[src/rtl/serial_adder_pkg.sv]
// serial_adder_pkg: shared types and sizing helpers for the digit-serial adder.
// Optional subtract mode in the top is enabled by defining SERIAL_ADDER_SUB_EN.
package serial_adder_pkg;

    typedef enum logic [1:0] {
        IDLE = 2'd0,
        RUN  = 2'd1,
        DONE = 2'd2
    } state_t;

    // Number of digit steps needed to cover the full operand width.
    function automatic int num_steps(input int width, input int digit);
        return width / digit;
    endfunction

    // Step counter width; a single-step build still gets a 1-bit counter.
    function automatic int cnt_width(input int width, input int digit);
        int n;
        n = width / digit;
        if (n > 32'sd1) begin
            return $clog2(n);
        end else begin
            return 32'sd1;
        end
    endfunction

endpackage

[src/rtl/serial_adder_fa_digit.sv]
// fa_digit: DIGIT-wide ripple of gate-level full adders. Purely combinational.
// Also exposes the carry into the most significant bit so the caller can
// derive signed overflow.
module fa_digit #(
    parameter int DIGIT = 1
) (
    input  logic [DIGIT-1:0] a,
    input  logic [DIGIT-1:0] b,
    input  logic             ci,
    output logic [DIGIT-1:0] s,
    output logic             co,
    output logic             c_msb
);

    logic [DIGIT:0] c_s;

    assign c_s[0] = ci;

    genvar i;
    generate
        for (i = 0; i < DIGIT; i = i + 1) begin : g_fa
            assign s[i]     = a[i] ^ b[i] ^ c_s[i];
            assign c_s[i+1] = (a[i] & b[i]) | (c_s[i] & (a[i] ^ b[i]));
        end
    endgenerate

    assign co    = c_s[DIGIT];
    assign c_msb = c_s[DIGIT-1];

endmodule

[src/rtl/serial_adder.sv]
// serial_adder: computes a + b + c_in over WIDTH/DIGIT cycles using one
// DIGIT-wide ripple slice, with valid/ready handshakes on both sides.
// Define SERIAL_ADDER_SUB_EN to add the 'sub' port (a - b - c_in mode).
module serial_adder
    import serial_adder_pkg::*;
#(
    parameter int WIDTH = 8,
    parameter int DIGIT = 1
) (
    input  logic             clk,
    input  logic             rst,
    input  logic             in_valid,
    output logic             in_ready,
    input  logic [WIDTH-1:0] a,
    input  logic [WIDTH-1:0] b,
    input  logic             c_in,
`ifdef SERIAL_ADDER_SUB_EN
    input  logic             sub,
`endif
    output logic             out_valid,
    input  logic             out_ready,
    output logic [WIDTH-1:0] sum,
    output logic             c_out,
    output logic             ovf
);

    localparam int NUM_STEPS = num_steps(WIDTH, DIGIT);
    localparam int CNT_W     = cnt_width(WIDTH, DIGIT);

    state_t            state_r;
    logic [CNT_W-1:0]  cnt_r;
    logic [WIDTH-1:0]  a_r;
    logic [WIDTH-1:0]  b_r;
    logic [WIDTH-1:0]  sum_r;
    logic              carry_r;
    logic              c_out_r;
    logic              ovf_r;
    logic              out_valid_r;

    logic [DIGIT-1:0]  a_dig_s;
    logic [DIGIT-1:0]  b_dig_s;
    logic [DIGIT-1:0]  s_dig_s;
    logic              co_s;
    logic              c_msb_s;
    logic              last_s;
    logic              init_carry_s;
    logic [WIDTH-1:0]  sum_next_s;

`ifdef SERIAL_ADDER_SUB_EN
    logic              sub_r;
`endif

    // Slice operands: low digit of each shift register, B optionally inverted for subtract.
    always_comb begin
        a_dig_s = a_r[DIGIT-1:0];
`ifdef SERIAL_ADDER_SUB_EN
        b_dig_s      = b_r[DIGIT-1:0] ^ {DIGIT{sub_r}};
        init_carry_s = c_in ^ sub;
`else
        b_dig_s      = b_r[DIGIT-1:0];
        init_carry_s = c_in;
`endif
        last_s = (cnt_r == CNT_W'(NUM_STEPS - 1));
    end

    fa_digit #(
        .DIGIT (DIGIT)
    ) u_fa_digit (
        .a     (a_dig_s),
        .b     (b_dig_s),
        .ci    (carry_r),
        .s     (s_dig_s),
        .co    (co_s),
        .c_msb (c_msb_s)
    );

    // The new slice sum enters at the top; after NUM_STEPS shifts it lines up.
    generate
        if (DIGIT == WIDTH) begin : g_sum_full
            assign sum_next_s = s_dig_s;
        end else begin : g_sum_shift
            assign sum_next_s = {s_dig_s, sum_r[WIDTH-1:DIGIT]};
        end
    endgenerate

    // Control FSM and datapath registers: capture, step the slice, hold the result.
    always_ff @(posedge clk) begin
        if (rst) begin
            state_r     <= IDLE;
            cnt_r       <= {CNT_W{1'b0}};
            a_r         <= {WIDTH{1'b0}};
            b_r         <= {WIDTH{1'b0}};
            sum_r       <= {WIDTH{1'b0}};
            carry_r     <= 1'b0;
            c_out_r     <= 1'b0;
            ovf_r       <= 1'b0;
            out_valid_r <= 1'b0;
`ifdef SERIAL_ADDER_SUB_EN
            sub_r       <= 1'b0;
`endif
        end else begin
            case (state_r)
                IDLE: begin
                    if (in_valid) begin
                        a_r     <= a;
                        b_r     <= b;
                        carry_r <= init_carry_s;
                        cnt_r   <= {CNT_W{1'b0}};
                        state_r <= RUN;
`ifdef SERIAL_ADDER_SUB_EN
                        sub_r   <= sub;
`endif
                    end else begin
                        state_r <= IDLE;
                    end
                end
                RUN: begin
                    a_r     <= a_r >> DIGIT;
                    b_r     <= b_r >> DIGIT;
                    sum_r   <= sum_next_s;
                    carry_r <= co_s;
                    cnt_r   <= cnt_r + CNT_W'(1);
                    if (last_s) begin
                        c_out_r     <= co_s;
                        ovf_r       <= c_msb_s ^ co_s;
                        out_valid_r <= 1'b1;
                        state_r     <= DONE;
                    end else begin
                        state_r <= RUN;
                    end
                end
                DONE: begin
                    if (out_ready) begin
                        out_valid_r <= 1'b0;
                        state_r     <= IDLE;
                    end else begin
                        state_r <= DONE;
                    end
                end
                default: begin
                    out_valid_r <= 1'b0;
                    state_r     <= IDLE;
                end
            endcase
        end
    end

    assign in_ready  = (state_r == IDLE);
    assign out_valid = out_valid_r;
    assign sum       = sum_r;
    assign c_out     = c_out_r;
    assign ovf       = ovf_r;

endmodule

[config.mk]
export PLATFORM = sky130hd
export DESIGN_NAME = serial_adder
export DESIGN_NICKNAME = d
export VERILOG_FILES = /design/src/rtl/serial_adder_pkg.sv /design/src/rtl/serial_adder_fa_digit.sv /design/src/rtl/serial_adder.sv
export SDC_FILE = /design/constraint.sdc
export NUM_CORES = 1
export LEC_CHECK = 0
export CORE_ASPECT_RATIO = 0.75
export CORE_UTILIZATION = 45
export CTS_CLUSTER_SIZE = 14
export DETAILED_ROUTE_END_ITERATION = 8
export PLACE_DENSITY = 0.78
export SYNTH_ARGS = -nofsm -noshare
export SYNTH_HDL_FRONTEND = slang
export SYNTH_SLANG_ARGS = --single-unit
[constraint.sdc]
create_clock -name clk -period 1.95 [get_ports clk]
set_clock_uncertainty 0.05 [all_clocks]
set_input_delay 0.195 -clock clk [delete_from_list [all_inputs] [get_ports clk]]
set_output_delay 0.195 -clock clk [all_outputs]
set_load 0.02 [all_outputs]
# Yosys cells after proc, flatten, opt, wreduce, memory -nomap -nowiden
# Cells that the tools add are included.
# op_classes
n_mux	15
bitwise_logic	7
n_reduce_logical	5
n_addsub	1
eq_ne	6
# op_table
operator	n
$pmux W8 S2	2
$mux W8	2
$ne A2 B2 Y1 const B	3
$pmux W2 S3	1
$pmux W3 S2	1
$mux W1	4
$mux W2	2
$reduce_and A2 Y1	2
$add A3 B1 Y3 const B	1
$eq A3 B3 Y1 const B	1
$mux W3	1
$pmux W1 S3	1
$reduce_and A3 Y1	1
$xor A1 B1 Y1	3
$and A1 B1 Y1	2
$eq A2 B1 Y1 const B	1
$eq A2 B2 Y1 const B	1
$logic_not A2 Y1	1
$pmux W1 S2	1
$reduce_bool A2 Y1	1
$not A1 Y1	1
$or A1 B1 Y1	1
# totals
ff_bits	33
output_inout_bits	12
elab_cells	43

# Depth between registers and ports, before layout
# Gate-level depths: netlist (run 1).
# logic_depth
ltp_word	4
depth_mapped	5
depth_no_buf	5

# By module
# Synthesis (run 1) repeated with hierarchy kept, for this count alone.
# hier_totals
hier_cells	152
area_unflattened_um2	1557.7
# by_module_without_submodules
module	cells_per_inst	n_inst	area_per_inst_um2
serial_adder	150	1	1530.2
fa_digit	2	1	27.5

# Worst setup path before layout (run 1)
# Ideal clock, no wire load.
# synth_path
path_type	flip-flop to flip-flop
startpoint	register carry_r
endpoint	register ovf_r, in the netlist ovf
t_required_ns	1.768
stages_incl_launch_ff	5
setup_time_ns	0.132
path_buffers	0
arrival_ns	1.084
period_less_slack_ns	1.266
slack_ns	0.684
cell_sequence	dfxtp_1 -> fa_1 -> xor2_1 -> nand3_1 -> a21oi_1
# synth_via
elab_chain_cells	3
# synth_lines
item	line_no	rtl
start, declared	serial_adder.sv:35	logic carry_r;
start signal, assigned	serial_adder.sv:107	carry_r <= init_carry_s;
start signal, assigned	serial_adder.sv:121	carry_r <= co_s;
$and A1 B1 Y1	serial_adder_fa_digit.sv:23	assign c_s[i+1] = (a[i] & b[i]) | (c_s[i] & (a[i] ^ b[i]));
$or A1 B1 Y1	serial_adder_fa_digit.sv:23	
via co_s	serial_adder.sv:43	logic co_s;
$xor A1 B1 Y1	serial_adder.sv:125	ovf_r <= c_msb_s ^ co_s;
end signal, assigned	serial_adder.sv:125	
end, declared	serial_adder.sv:37	logic ovf_r;
# The timed path passes the listed nets, and every way through them passes these cells.
# A chain may end at the register's enable or synchronous reset.

# Final worst setup path (run 1)
# layout_path
startpoint	register state_r[0]
endpoint	output port in_ready
# layout_via
elab_chain_cells	1
# layout_lines
item	line_no	rtl
start, declared	serial_adder.sv:30	state_t state_r;
start signal, assigned	serial_adder.sv:89	state_r <= IDLE;
start signal, assigned	serial_adder.sv:109	state_r <= RUN;
start signal, assigned	serial_adder.sv:114	state_r <= IDLE;
$logic_not A2 Y1	serial_adder.sv:148	assign in_ready = (state_r == IDLE);
end, declared	serial_adder.sv:13	output logic in_ready,
# No other way between the ends.

==> summary.txt, run 1 <==
Status -> completed
Fill count -> 236
Setup TNS Final -> 0 ps
XOR/XNOR Fraction of Synth Area -> 0.573%
Fin util -> 63.0%
Io pins -> 33
Port Buffers -> 32
Final Max Tran Viols -> 0
Slowest CP cell -> clkdlybuf4s50_1
Synth warn -> 0
Global Route Usage Sum -> 19.1%
DR DRC count -> 0
Async S/R FF share, synth -> 0%
Fmax -> 0.593 GHz
Critical path endpoint category -> output port
Mapped Avg Cell Area -> 10.1 sq um
Switch share -> 25.4%
H-tree depth -> 2
Layout area overhead -> 27.0%
Die height -> 52.5 um
Hold slack -> 413 ps
WS Path Type -> flop to output port
Placed instance area -> 0.00184 sq mm
Clock Latency Late Sink -> 290 ps
R2r worst-path depth -> 4
Nets@finish -> 205
Hold path startpoint -> sum[0]
Rel. slew slack -> 71.1%
Synth area leaders -> dfxtp_1 43%, a211oi_2 12%, mux2i_1 10%
Vias per std cell -> 5.16
Initial Util -> 49.6%
Initial DRC Count -> 45
Worst-path clk slew -> 70 ps
Gp weighted congestion -> 0.735
FF+latch count, synth -> 33
# clock sinks -> 33
Combinational group share of total power -> 15.0%
# resized after CTS -> 0
Worst hold-check path type -> flop to flop
Critical Path AT -> 1440 ps
Compound-gate portion of the synthesized area -> 20.5%
Power per cell area -> 794 mW/mm^2
Period utilisation layout -> 86.5%
Root buffer cell -> clkbuf_8
Worst setup SP type -> flop
HPWL Detailed -> 2.17 mm
Worst path max stage delay -> 600 ps
Final Cell Area -> 0.00194 sq mm
Reg2reg start -> state_r[0]
Placeable Area -> 0.00308 sq mm
Int Power -> 0.00115 W
Antenna-violating nets left -> 0
Clock share of power -> 36.7%
Area leader, netlist -> dfxtp_1
Layout cells sized above 1 -> 23.6%
RR Endpoint -> a_r[4]
Syn nets -> 175
Count leader, synth -> dfxtp_1
Final Setup Violations -> 0
Simple-gate share of the synthesized area -> 15.5%
Die area -> 0.00364 sq mm
First-pass DRT Iterations -> 4
Final wirelength -> 3.02 mm
Largest net degree at the start of global routing -> 34
RSZ-0062 raised after global routing -> no
Avg WL per Cell -> 13.7 um
Hold path cells -> 2
Crit path required time -> 1700 ps
GR Overflow Total -> 0
Initial antenna violation count -> 0
Net Switching -> 0.000392 W
Global-route wire length before repair -> 5.21 mm
Max_cap viols -> 0
Peak supply drop -> 0.464 mV
Post-CTS Hold Fix Bufs -> 0
Vias in the first global route -> 1140
Clk buf depth -> 2
Rows -> 17
Via count -> 1135
CTS tree -> built
Tightest Pin Transition -> 432 ps
Sequential share of the synthesized area -> 43.2%
Worst Hold Path EP -> sum[0]
Synth cell count leaders -> 33 x dfxtp_1, 20 x nand2_1, 16 x mux2i_1
N_diodes -> 0
Yosys cell types -> 28
Die Width -> 69.3 um
Sequential Power Share -> 48.3%
Total power draw -> 0.00154 W
Adder-cell share of the synthesized area -> 2.95%
EDFF count, synth -> 0
Pleak -> 0.712 nW
Worst-path cell chain -> nor2_1, clkdlybuf4s50_1
Fin crit period -> 1690 ps
Number of setup buffers added after CTS -> 0
Register-to-register setup slack -> 410 ps
Multiplexer area fraction after synthesis -> 10.5%
Post-Syn Area -> 0.00153 sq mm
Post-synth top flop -> dfxtp_1
Gate Count Post-Synth -> 151
Yosys top cell area share -> 43.2%
CP max FO -> 9
Final Hold Viols -> 0
CTS buffer count -> 5
Largest family of logic cells by synthesized area -> compound AO/OA/AOI/OAI gates
worst max-delay path, delay by kind of cell, from the launching register on:
family        cells  cell delay [ps]
buf+inv           1              600
flops             1              420
simple gates      1              130
how the worst max path moves through the flow:
stage,startpoint,to,slack (ps),cells after the start
2_1_floorplan,carry_r,ovf,680,4
3_3_place_gp,in_valid,a_r[0],350,5
3_5_place_dp,in_valid,a_r[4],260,5
4_1_cts,state_r[0],in_ready,250,2
5_1_grt,state_r[0],in_ready,200,2
6_report,state_r[0],in_ready,260,2
state kept, by name, indices dropped and copies added (netlist names):
signal	count
state_r	2
carry_r	1
a_r	8
b_r	8
cnt_r	3
out_valid	1
c_out	1
sum	8
ovf	1
power groups by stage:
| stage | Combinational [W] | Sequential (W) | Clock, W |
|---|---|---|---|
| after floorplan | 0.000165 | 0.000753 | 0 |
| after global placement | 0.000224 | 0.000757 | 0 |
| after detailed placement | 0.000233 | 0.000760 | 0 |
| after CTS | 0.000234 | 0.000745 | 0.000576 |
| after global routing | 0.000257 | 0.000749 | 0.000612 |
| final | 0.000232 | 0.000744 | 0.000566 |
per-layer routing:
metal	vias up	wire [um]	part of all wire, %	GRT usage (%)
met1	524	1410	47	21.8
li1	584	-	-	-
met2	22	1430	47	32.7
met5	-	0	0	0
met4	0	34	1.1	7.14
met3	5	145	4.8	7.50
final cells by class:
type | count | area, sq um | area share [%]
clock buffer | 7 | 96.3 | 4.96
tap | 38 | 47.5 | 2.45
sequential | 33 | 661 | 34.0
clock inverter | 1 | 5.00 | 0.258
multi-input combinational | 104 | 766 | 39.4
timing repair buffer | 36 | 363 | 18.7
inverter | 1 | 3.75 | 0.193
cells in the final DEF, fill, tap and decap left out, types with 2 or more instances in the layout:
cell              n
nor2_2           14
nand2_1          20
clkdlybuf4s50_1  32
a211oi_2         15
clkbuf_8          7
nor2_1            8
ha_1              2
nand3_1           2
buf_4             3
dfxtp_1          33
mux2i_1          16
a21oi_1          12
a22oi_1           4
stage by stage:
stage               std cells  worst slack, ps
detailed placement        212              257
CTS                       220              253
finish                    220              264
global route              220              199
floorplan                 151              684
global placement          212              348
cells by family (layout without fill, tap and decap cells):
family                   after synthesis  in the layout
AND/OR/NAND/NOR                       49             49
multiplexers                          16             16
XOR/XNOR                               1              1
AO/OA/AOI/OAI                         35             35
buffers and inverters                 14             45
flip-flops                            33             33
adder cells (fa/ha/maj)                3              3
Note: power is estimated with default switching activity, not from simulation.
==> run 2, diff against run 1 <==
--- a/config.mk
+++ b/config.mk
@@ -13,3 +13,4 @@
 export SYNTH_ARGS = -nofsm -noshare
 export SYNTH_HDL_FRONTEND = slang
 export SYNTH_SLANG_ARGS = --single-unit
+export TNS_END_PERCENT = 1
==> results of run 2 <==
No change in the layout: final DEF, timing and power equal those of run 1.
